### config.mk
export PLATFORM = sky130hd
export DESIGN_NAME = tiger_muldiv_unit
export DESIGN_NICKNAME = d
export VERILOG_FILES = /design/src/rtl/tiger_muldiv_pkg.sv /design/src/rtl/tiger_div_iter.sv /design/src/rtl/tiger_muldiv_unit.sv
export SDC_FILE = /design/constraint.sdc
export NUM_CORES = 2
export LEC_CHECK = 0
export ABC_CLOCK_PERIOD_IN_PS = 19900
export CAP_MARGIN = 20
export CORE_ASPECT_RATIO = 2
export CORE_MARGIN = 2
export CORE_UTILIZATION = 50
export DETAILED_ROUTE_END_ITERATION = 12
export HOLD_SLACK_MARGIN = 0.02
export MAX_ROUTING_LAYER = met4
export PLACE_DENSITY_LB_ADDON = 0.15
export SETUP_SLACK_MARGIN = 0.15
export SYNTH_ARGS = -nofsm -noshare
export SYNTH_HDL_FRONTEND = slang
export SYNTH_SLANG_ARGS = --single-unit
export TNS_END_PERCENT = 10
### constraint.sdc
create_clock -name clk -period 19.9 [get_ports clk]
set_clock_uncertainty 0.1 [all_clocks]
set_input_delay 3.98 -clock clk [delete_from_list [all_inputs] [get_ports clk]]
set_output_delay 3.98 -clock clk [all_outputs]
set_load 0.05 [all_outputs]
### src/rtl/tiger_muldiv_pkg.sv
// Shared definitions for the tiger multiply/divide unit: op encoding, FSM states
// and the magnitude helper used on divide operands.
package tiger_muldiv_pkg;

  localparam logic [2:0] OP_MULT  = 3'd0;
  localparam logic [2:0] OP_MULTU = 3'd1;
  localparam logic [2:0] OP_DIV   = 3'd2;
  localparam logic [2:0] OP_DIVU  = 3'd3;
  localparam logic [2:0] OP_MTHI  = 3'd4;
  localparam logic [2:0] OP_MTLO  = 3'd5;
  localparam logic [2:0] OP_MFHI  = 3'd6;
  localparam logic [2:0] OP_MFLO  = 3'd7;

  typedef enum logic [1:0] {
    ST_IDLE = 2'd0,
    ST_MUL  = 2'd1,
    ST_DIV  = 2'd2,
    ST_FIX  = 2'd3
  } state_e;

  localparam int ABS_MAX_W = 64;

  // Magnitude of a w-bit two's complement value held in the low bits of v.
  // The most negative value maps to its own unsigned magnitude (2^(w-1)).
  function automatic logic [ABS_MAX_W-1:0] abs_w(input logic [ABS_MAX_W-1:0] v,
                                                 input int unsigned w);
    logic [ABS_MAX_W-1:0] mask;
    mask = (w >= ABS_MAX_W) ? '1 : ((ABS_MAX_W'(1) << w) - ABS_MAX_W'(1));
    if (((v >> (w - 1)) & ABS_MAX_W'(1)) != '0) abs_w = (-v) & mask;
    else abs_w = v & mask;
  endfunction

endpackage

### src/rtl/tiger_div_iter.sv
// Restoring divider on unsigned magnitudes; resolves UNROLL quotient bits per
// enabled cycle and flags the cycle that performs the final iteration.
module tiger_div_iter #(
  parameter int W      = 32,
  parameter int UNROLL = 1
) (
  input  logic         clk,
  input  logic         rst,
  input  logic         start,
  input  logic         en,
  input  logic [W-1:0] num,
  input  logic [W-1:0] den,
  output logic [W-1:0] quot,
  output logic [W-1:0] rem,
  output logic         last
);

  localparam int ITERS = W / UNROLL;
  localparam int CW    = $clog2(ITERS + 1);
  localparam logic [CW-1:0] CNT_INIT = CW'(ITERS - 1);

  logic [W-1:0]  quot_q, quot_d;
  logic [W-1:0]  rem_q, rem_d;
  logic [W-1:0]  den_q;
  logic [CW-1:0] cnt_q;
  logic [W:0]    step_r;
  logic [W-1:0]  step_q;

  // quot_q doubles as the dividend shift register: its MSB feeds the remainder.
  always_comb begin
    step_q = quot_q;
    step_r = {1'b0, rem_q};
    for (int i = 0; i < UNROLL; i++) begin
      step_r = {step_r[W-1:0], step_q[W-1]};
      step_q = {step_q[W-2:0], 1'b0};
      if (step_r >= {1'b0, den_q}) begin
        step_r    = step_r - {1'b0, den_q};
        step_q[0] = 1'b1;
      end
    end
    quot_d = step_q;
    rem_d  = step_r[W-1:0];
  end

  always_ff @(posedge clk or posedge rst) begin
    if (rst) begin
      quot_q <= '0;
      rem_q  <= '0;
      den_q  <= '0;
      cnt_q  <= '0;
    end else if (start) begin
      quot_q <= num;
      rem_q  <= '0;
      den_q  <= den;
      cnt_q  <= CNT_INIT;
    end else if (en) begin
      quot_q <= quot_d;
      rem_q  <= rem_d;
      if (cnt_q != '0) cnt_q <= cnt_q - CW'(1);
    end
  end

  assign quot = quot_q;
  assign rem  = rem_q;
  assign last = en & (cnt_q == '0);

endmodule

### src/rtl/tiger_muldiv_unit.sv
// Multiply/divide unit with architectural HI/LO for the tiger execute stage:
// pipelined multiplier, iterative divider, and MF* stall request while busy.
module tiger_muldiv_unit
  import tiger_muldiv_pkg::*;
#(
  parameter int DATA_W     = 32,
  parameter int MUL_STAGES = 3,
  parameter int DIV_UNROLL = 1
) (
  input  logic              clk,
  input  logic              reset,
  input  logic              stall,
  input  logic              op_valid,
  input  logic [2:0]        op,
  input  logic [DATA_W-1:0] rs,
  input  logic [DATA_W-1:0] rt,
  output logic [DATA_W-1:0] rd_data,
  output logic              stall_rq,
  output logic              busy,
  output logic              done,
  output logic              div_by_zero,
  output logic [DATA_W-1:0] hi,
  output logic [DATA_W-1:0] lo,
  output state_e            dbg_state
);

  localparam int MCW = $clog2(MUL_STAGES + 1);
  localparam logic [MCW-1:0] MUL_INIT = MCW'(MUL_STAGES - 1);

  state_e              state_q;
  logic [MCW-1:0]      cnt_q;
  logic [DATA_W-1:0]   hi_q, lo_q;
  logic                done_q, dbz_q;
  logic                div_neg_q, rem_neg_q, dz_q;
  logic [DATA_W-1:0]   dividend_q;
  logic [DATA_W:0]     mul_a_q, mul_b_q;
  logic [2*DATA_W-1:0] prod_c, mul_res;

  logic accept, is_mul_op, is_div_op, is_mt_op, takes_over, signed_op;
  logic [DATA_W-1:0] rs_mag, rt_mag, div_quot, div_rem, q_fix, r_fix;
  logic div_last;

  assign accept     = op_valid & ~stall;
  assign is_mul_op  = (op == OP_MULT) | (op == OP_MULTU);
  assign is_div_op  = (op == OP_DIV) | (op == OP_DIVU);
  assign is_mt_op   = (op == OP_MTHI) | (op == OP_MTLO);
  assign takes_over = accept & (is_mul_op | is_div_op | is_mt_op);
  assign signed_op  = (op == OP_MULT) | (op == OP_DIV);

  assign rs_mag = (op == OP_DIV) ? DATA_W'(abs_w(ABS_MAX_W'(rs), DATA_W)) : rs;
  assign rt_mag = (op == OP_DIV) ? DATA_W'(abs_w(ABS_MAX_W'(rt), DATA_W)) : rt;

  // Operands carry one extension bit so MULT and MULTU share a single multiplier.
  always_ff @(posedge clk or posedge reset) begin
    if (reset) begin
      mul_a_q <= '0;
      mul_b_q <= '0;
    end else if (accept & is_mul_op) begin
      mul_a_q <= {signed_op & rs[DATA_W-1], rs};
      mul_b_q <= {signed_op & rt[DATA_W-1], rt};
    end
  end

  assign prod_c = {{(DATA_W-1){mul_a_q[DATA_W]}}, mul_a_q}
                * {{(DATA_W-1){mul_b_q[DATA_W]}}, mul_b_q};

  generate
    if (MUL_STAGES == 1) begin : g_mul_comb
      assign mul_res = prod_c;
    end else begin : g_mul_pipe
      logic [2*DATA_W-1:0] pipe_q [MUL_STAGES-1];
      always_ff @(posedge clk or posedge reset) begin
        if (reset) begin
          for (int i = 0; i < MUL_STAGES - 1; i++) pipe_q[i] <= '0;
        end else begin
          pipe_q[0] <= prod_c;
          for (int i = 1; i < MUL_STAGES - 1; i++) pipe_q[i] <= pipe_q[i-1];
        end
      end
      assign mul_res = pipe_q[MUL_STAGES-2];
    end
  endgenerate

  tiger_div_iter #(
    .W      (DATA_W),
    .UNROLL (DIV_UNROLL)
  ) u_div (
    .clk   (clk),
    .rst   (reset),
    .start (accept & is_div_op),
    .en    (state_q == ST_DIV),
    .num   (rs_mag),
    .den   (rt_mag),
    .quot  (div_quot),
    .rem   (div_rem),
    .last  (div_last)
  );

  assign q_fix = div_neg_q ? -div_quot : div_quot;
  assign r_fix = rem_neg_q ? -div_rem : div_rem;

  // Any accepted MULT/DIV/MTxx takes the FSM over; otherwise the current op advances.
  always_ff @(posedge clk or posedge reset) begin
    if (reset) begin
      state_q    <= ST_IDLE;
      cnt_q      <= '0;
      hi_q       <= '0;
      lo_q       <= '0;
      done_q     <= 1'b0;
      dbz_q      <= 1'b0;
      div_neg_q  <= 1'b0;
      rem_neg_q  <= 1'b0;
      dz_q       <= 1'b0;
      dividend_q <= '0;
    end else begin
      done_q <= 1'b0;
      dbz_q  <= 1'b0;
      if (takes_over) begin
        case (op)
          OP_MULT, OP_MULTU: begin
            state_q <= ST_MUL;
            cnt_q   <= MUL_INIT;
          end
          OP_DIV, OP_DIVU: begin
            state_q    <= ST_DIV;
            div_neg_q  <= signed_op & (rs[DATA_W-1] ^ rt[DATA_W-1]);
            rem_neg_q  <= signed_op & rs[DATA_W-1];
            dz_q       <= (rt == '0);
            dividend_q <= rs;
          end
          OP_MTHI: begin
            hi_q    <= rs;
            state_q <= ST_IDLE;
          end
          OP_MTLO: begin
            lo_q    <= rs;
            state_q <= ST_IDLE;
          end
          default: ;
        endcase
      end else begin
        case (state_q)
          ST_MUL: begin
            if (cnt_q == '0) begin
              {hi_q, lo_q} <= mul_res;
              done_q       <= 1'b1;
              state_q      <= ST_IDLE;
            end else begin
              cnt_q <= cnt_q - MCW'(1);
            end
          end
          ST_DIV: if (div_last) state_q <= ST_FIX;
          ST_FIX: begin
            if (dz_q) begin
              lo_q  <= '1;
              hi_q  <= dividend_q;
              dbz_q <= 1'b1;
            end else begin
              lo_q <= q_fix;
              hi_q <= r_fix;
            end
            done_q  <= 1'b1;
            state_q <= ST_IDLE;
          end
          default: ;
        endcase
      end
    end
  end

  assign busy        = (state_q != ST_IDLE);
  assign stall_rq    = op_valid & ((op == OP_MFHI) | (op == OP_MFLO)) & busy;
  assign rd_data     = (op_valid & (op == OP_MFHI)) ? hi_q :
                       (op_valid & (op == OP_MFLO)) ? lo_q : '0;
  assign done        = done_q;
  assign div_by_zero = dbz_q;
  assign hi          = hi_q;
  assign lo          = lo_q;
  assign dbg_state   = state_q;

endmodule

==> key figures <==
Detailed routing
  • Wire length per cell: approximately 24 um
  • Total vias in the final route: 44300
  • First DRT Iteration DRCs: 3373
  • Residual DRC count: 0
  • Via density: 5.66
  • DRT Wirelength: 187000 um
  • Post-DRT Antenna Nets: 0
  • Drt first pass iters: 6

Placed design
  • IO Port Bufs: 172
  • Dpl ws: 9.71 ns
  • GP Congestion: 0.956
  • HPWL after DPL: about 140000 um
  • DP Area: ~0.061 sq mm

Yosys
  • Largest cells by area after synthesis: fa_1 39%, dfrtp_1 17%, inv_1 7.4%
  • Net Count, Synth: 7781
  • Post-Synth Adder-Cell Area: between 40 and 50%
  • #FFs+latches synth: 401
  • Yosys top cell area share: 38.8%
  • Ys flop type: dfrtp_1
  • Post-synthesis mux area share: about 1.5%
  • Sequential share of the synthesized area: roughly 17%
  • Main combinational cell family by area after synthesis: adder cells
  • Synth area leader: fa_1
  • Synth Area in XOR/XNOR: 3.40%
  • Async SR Flop Fraction: 100%
  • Syn avg cell area: 9.19 sq um
  • Synth cell types: between 70 and 80
  • Cell count after synthesis: approximately 6300
  • Number of flops mapped to enable cells by yosys: 0
  • Synth warn: 0
  • Synth Area in Compound Gates: 7.50%
  • Synth Area in Simple Gates: 16.3%
  • Synthesized cell area: around 0.058 sq mm

STA
  • Count of final setup violators: 0
  • Min cycle time layout: slightly above 10 ns
  • RSZ-0062 raised after global routing: no
  • Least-Margin Pin Slew: 1.23 ns
  • Relative slew margins: 17.5%
  • Tcrit/Tclk final: roughly 50%
  • Slew Limit Fails: 0
  • Setup Total Neg Slack: 0 ns
  • Final critical-path setup slack: just under 10 ns
  • Fmax achieved: 98.0 MHz
  • Final hold violation count: 0

GRT
  • All-layer global routing usage: around 33%
  • Initial antenna violation count: 12
  • Largest net degree at the start of global routing: 94
  • Vias in the first global route: 47900
  • Overflow after GRT: 0
  • Global-route wire length before repair: 290000 um

Setup path
  • Crit path top cell by count: clkdlybuf4s50_1
  • Crit-path leading delay family: buffers and inverters
  • Crit-path max FO: 33
  • Kind of critical path: input pin to primary output
  • CP endpoint kind: primary output
  • Worst endpoint required time: 15.82 ns
  • Worst stage delay on the critical path: ~0.81 ns
  • CP cell instances: clkdlybuf4s50_1 > nand3_1 > buf_4 > nor2_1 > clkdlybuf4s50_1
  • Crit start category: input pin
  • Worst EP arrival: between 6 and 7 ns
  • Slowest CP cell: clkdlybuf4s50_1
  • Worst Path Buf+Inv: 3

Run status
  • Status: finished clean

Floorplan
  • Die area: 0.119 sq mm
  • Die Height: 486 um
  • Initial core utilization: 50.2%
  • I/O pin cnt: between 150 and 200
  • Chip width: 245 um
  • Row Count: 177
  • Core area: 0.116 sq mm

Finish
  • Share of layout cells above drive strength 1: 3.51%
  • Area Growth Syn to Fin: 7.78%
  • Fill cell count: roughly 11000
  • Design area: 0.0627 sq mm
  • Layout Nets: approximately 7700
  • Final core occ: 54.1%

Clock tree
  • Resize count post-CTS: 0
  • CTS tree: done
  • Root buffer cell: clkbuf_16
  • CTS sink count: 401
  • Num CTS Buffers: 44
  • H-tree depth: 2
  • Clock transition at path regs: about 0.060 ns
  • Clock latency at the later pin of the worst-skew pair: 0.62 ns
  • Hold_buf cts: 0
  • Setup Fix Bufs, Post-CTS: 0
  • CTS max path bufs: 3

Run
  • Max cap viols: 0

Worst hold path
  • Hold/Removal Path Class: register to register
[kinds of logic (layout without fill, tap and decap cells)]
logic type      after synthesis  in the layout
buf+inv                    1511           1472
simple gates               2013           2013
compound gates              709            709
xor+xnor                    226            226
fa+ha+maj                  1380           1380
mux                          90             90
other cells                   0             13
flops                       401            401
[layer usage]
layer	GRT usage, %	vias to the layer above	part of all wire [%]
li1	-	19100	-
met1	40.8	22800	39
met2	53.4	1908	48
met3	6.32	487	7.6
met4	15.4	0	5.7
met5	-	-	0
[area by class of cell]
type	count	area, sq um	share of cell area [%]
Inverter	1139	4280	6.83
Tap cell	1521	1900	3.04
Clock buffer	62	1280	2.04
Multi-Input combinational cell	4418	42500	67.8
Clock inverter	19	258	0.411
Timing Repair Buffer	252	2350	3.75
Antenna cell	13	32.5	0.0519
Sequential cell	401	10100	16.1
[state kept, by name, summed over array words and instances, names as in the netlist, 2 cells and up]
| register | cells |
|---|---|
| u_div.quot | 32 |
| mul_res | 64 |
| u_div.cnt_q | 6 |
| dividend_q | 32 |
| dbg_state | 2 |
| lo | 32 |
| hi | 32 |
| u_div.rem | 32 |
| mul_a_q | 33 |
| cnt_q | 2 |
| mul_b_q | 33 |
| g_mul_pipe.pipe_q | 64 |
| u_div.den_q | 32 |
[cell usage after synthesis, types with 9 or more instances]
cell      count
nor2b_1      17
dfrtp_1     401
and3_1       13
nor4_1       14
fa_1       1126
nand2_1    1024
ha_1        254
a21oi_1     205
mux2i_1      90
xnor2_1     129
or4_1        11
clkbuf_1    342
inv_1      1139
nand3_1      42
nor3_1       35
buf_1        13
o211ai_1     16
buf_2        11
xor2_1       97
a31oi_1      40
o41ai_1      14
a311oi_1      9
a211oi_1     14
o21bai_1     17
o31ai_1      31
or3_1        29
a21o_1       43
o21ai_0     223
nand2b_1     28
o221ai_1     25
and2_1      535
nor2_1      221
nand4_1      19
o21a_1       16
[stage by stage]
| stage | instances | hold slack (ns) |
|---|---|---|
| final | 7825 | 0.241 |
| after global routing | 7821 | 0.253 |
| after CTS | 7810 | 0.248 |
| after detailed placement | 7729 | 0.235 |
| after global placement | 7729 | 0.232 |
| after floorplan | 6330 | 0.231 |
[placed cells by master, fill, tap and decap left out, drive strengths merged, types with 15 or more instances in the layout]
cell           count
xnor2            129
o21ai            223
dfrtp            401
clkbuf            62
and2             535
nand3             42
clkdlybuf4s50    171
nor3              36
nor4              15
a21o              43
nand4             19
o31ai             31
nand2           1024
o21a              16
nand2b            28
nor2             221
o41ai             16
a21oi            205
o221ai            25
nor2b             17
inv             1141
xor2              97
a31oi             40
fa              1126
buf               81
o211ai            16
or3               32
ha               254
o21bai            17
a211oi            15
mux2i             90
[path summary, 6_finish.rpt]
check,cells past startpoint,start,slack (ns),to
setup / recovery,5,op[2],9.69,rd_data[25]
hold / removal,0,g_mul_pipe.pipe_q[70]$_DFF_PP0_,0.24,mul_res[6]$_DFF_PP0_
setup reg to reg,25,mul_b_q[9]$_DFFE_PP0P_,10.23,g_mul_pipe.pipe_q[125]$_DFF_PP0_
hold reg to reg,0,g_mul_pipe.pipe_q[70]$_DFF_PP0_,0.24,mul_res[6]$_DFF_PP0_
max in group asynchronous,4,reset,13.83,mul_a_q[22]$_DFFE_PP0P_
min in group asynchronous,2,reset,3.75,hi[8]$_DFFE_PP0P_
Power is not shown: default switching activity piles up to over one toggle a cycle in this logic, so the estimate is an artifact.
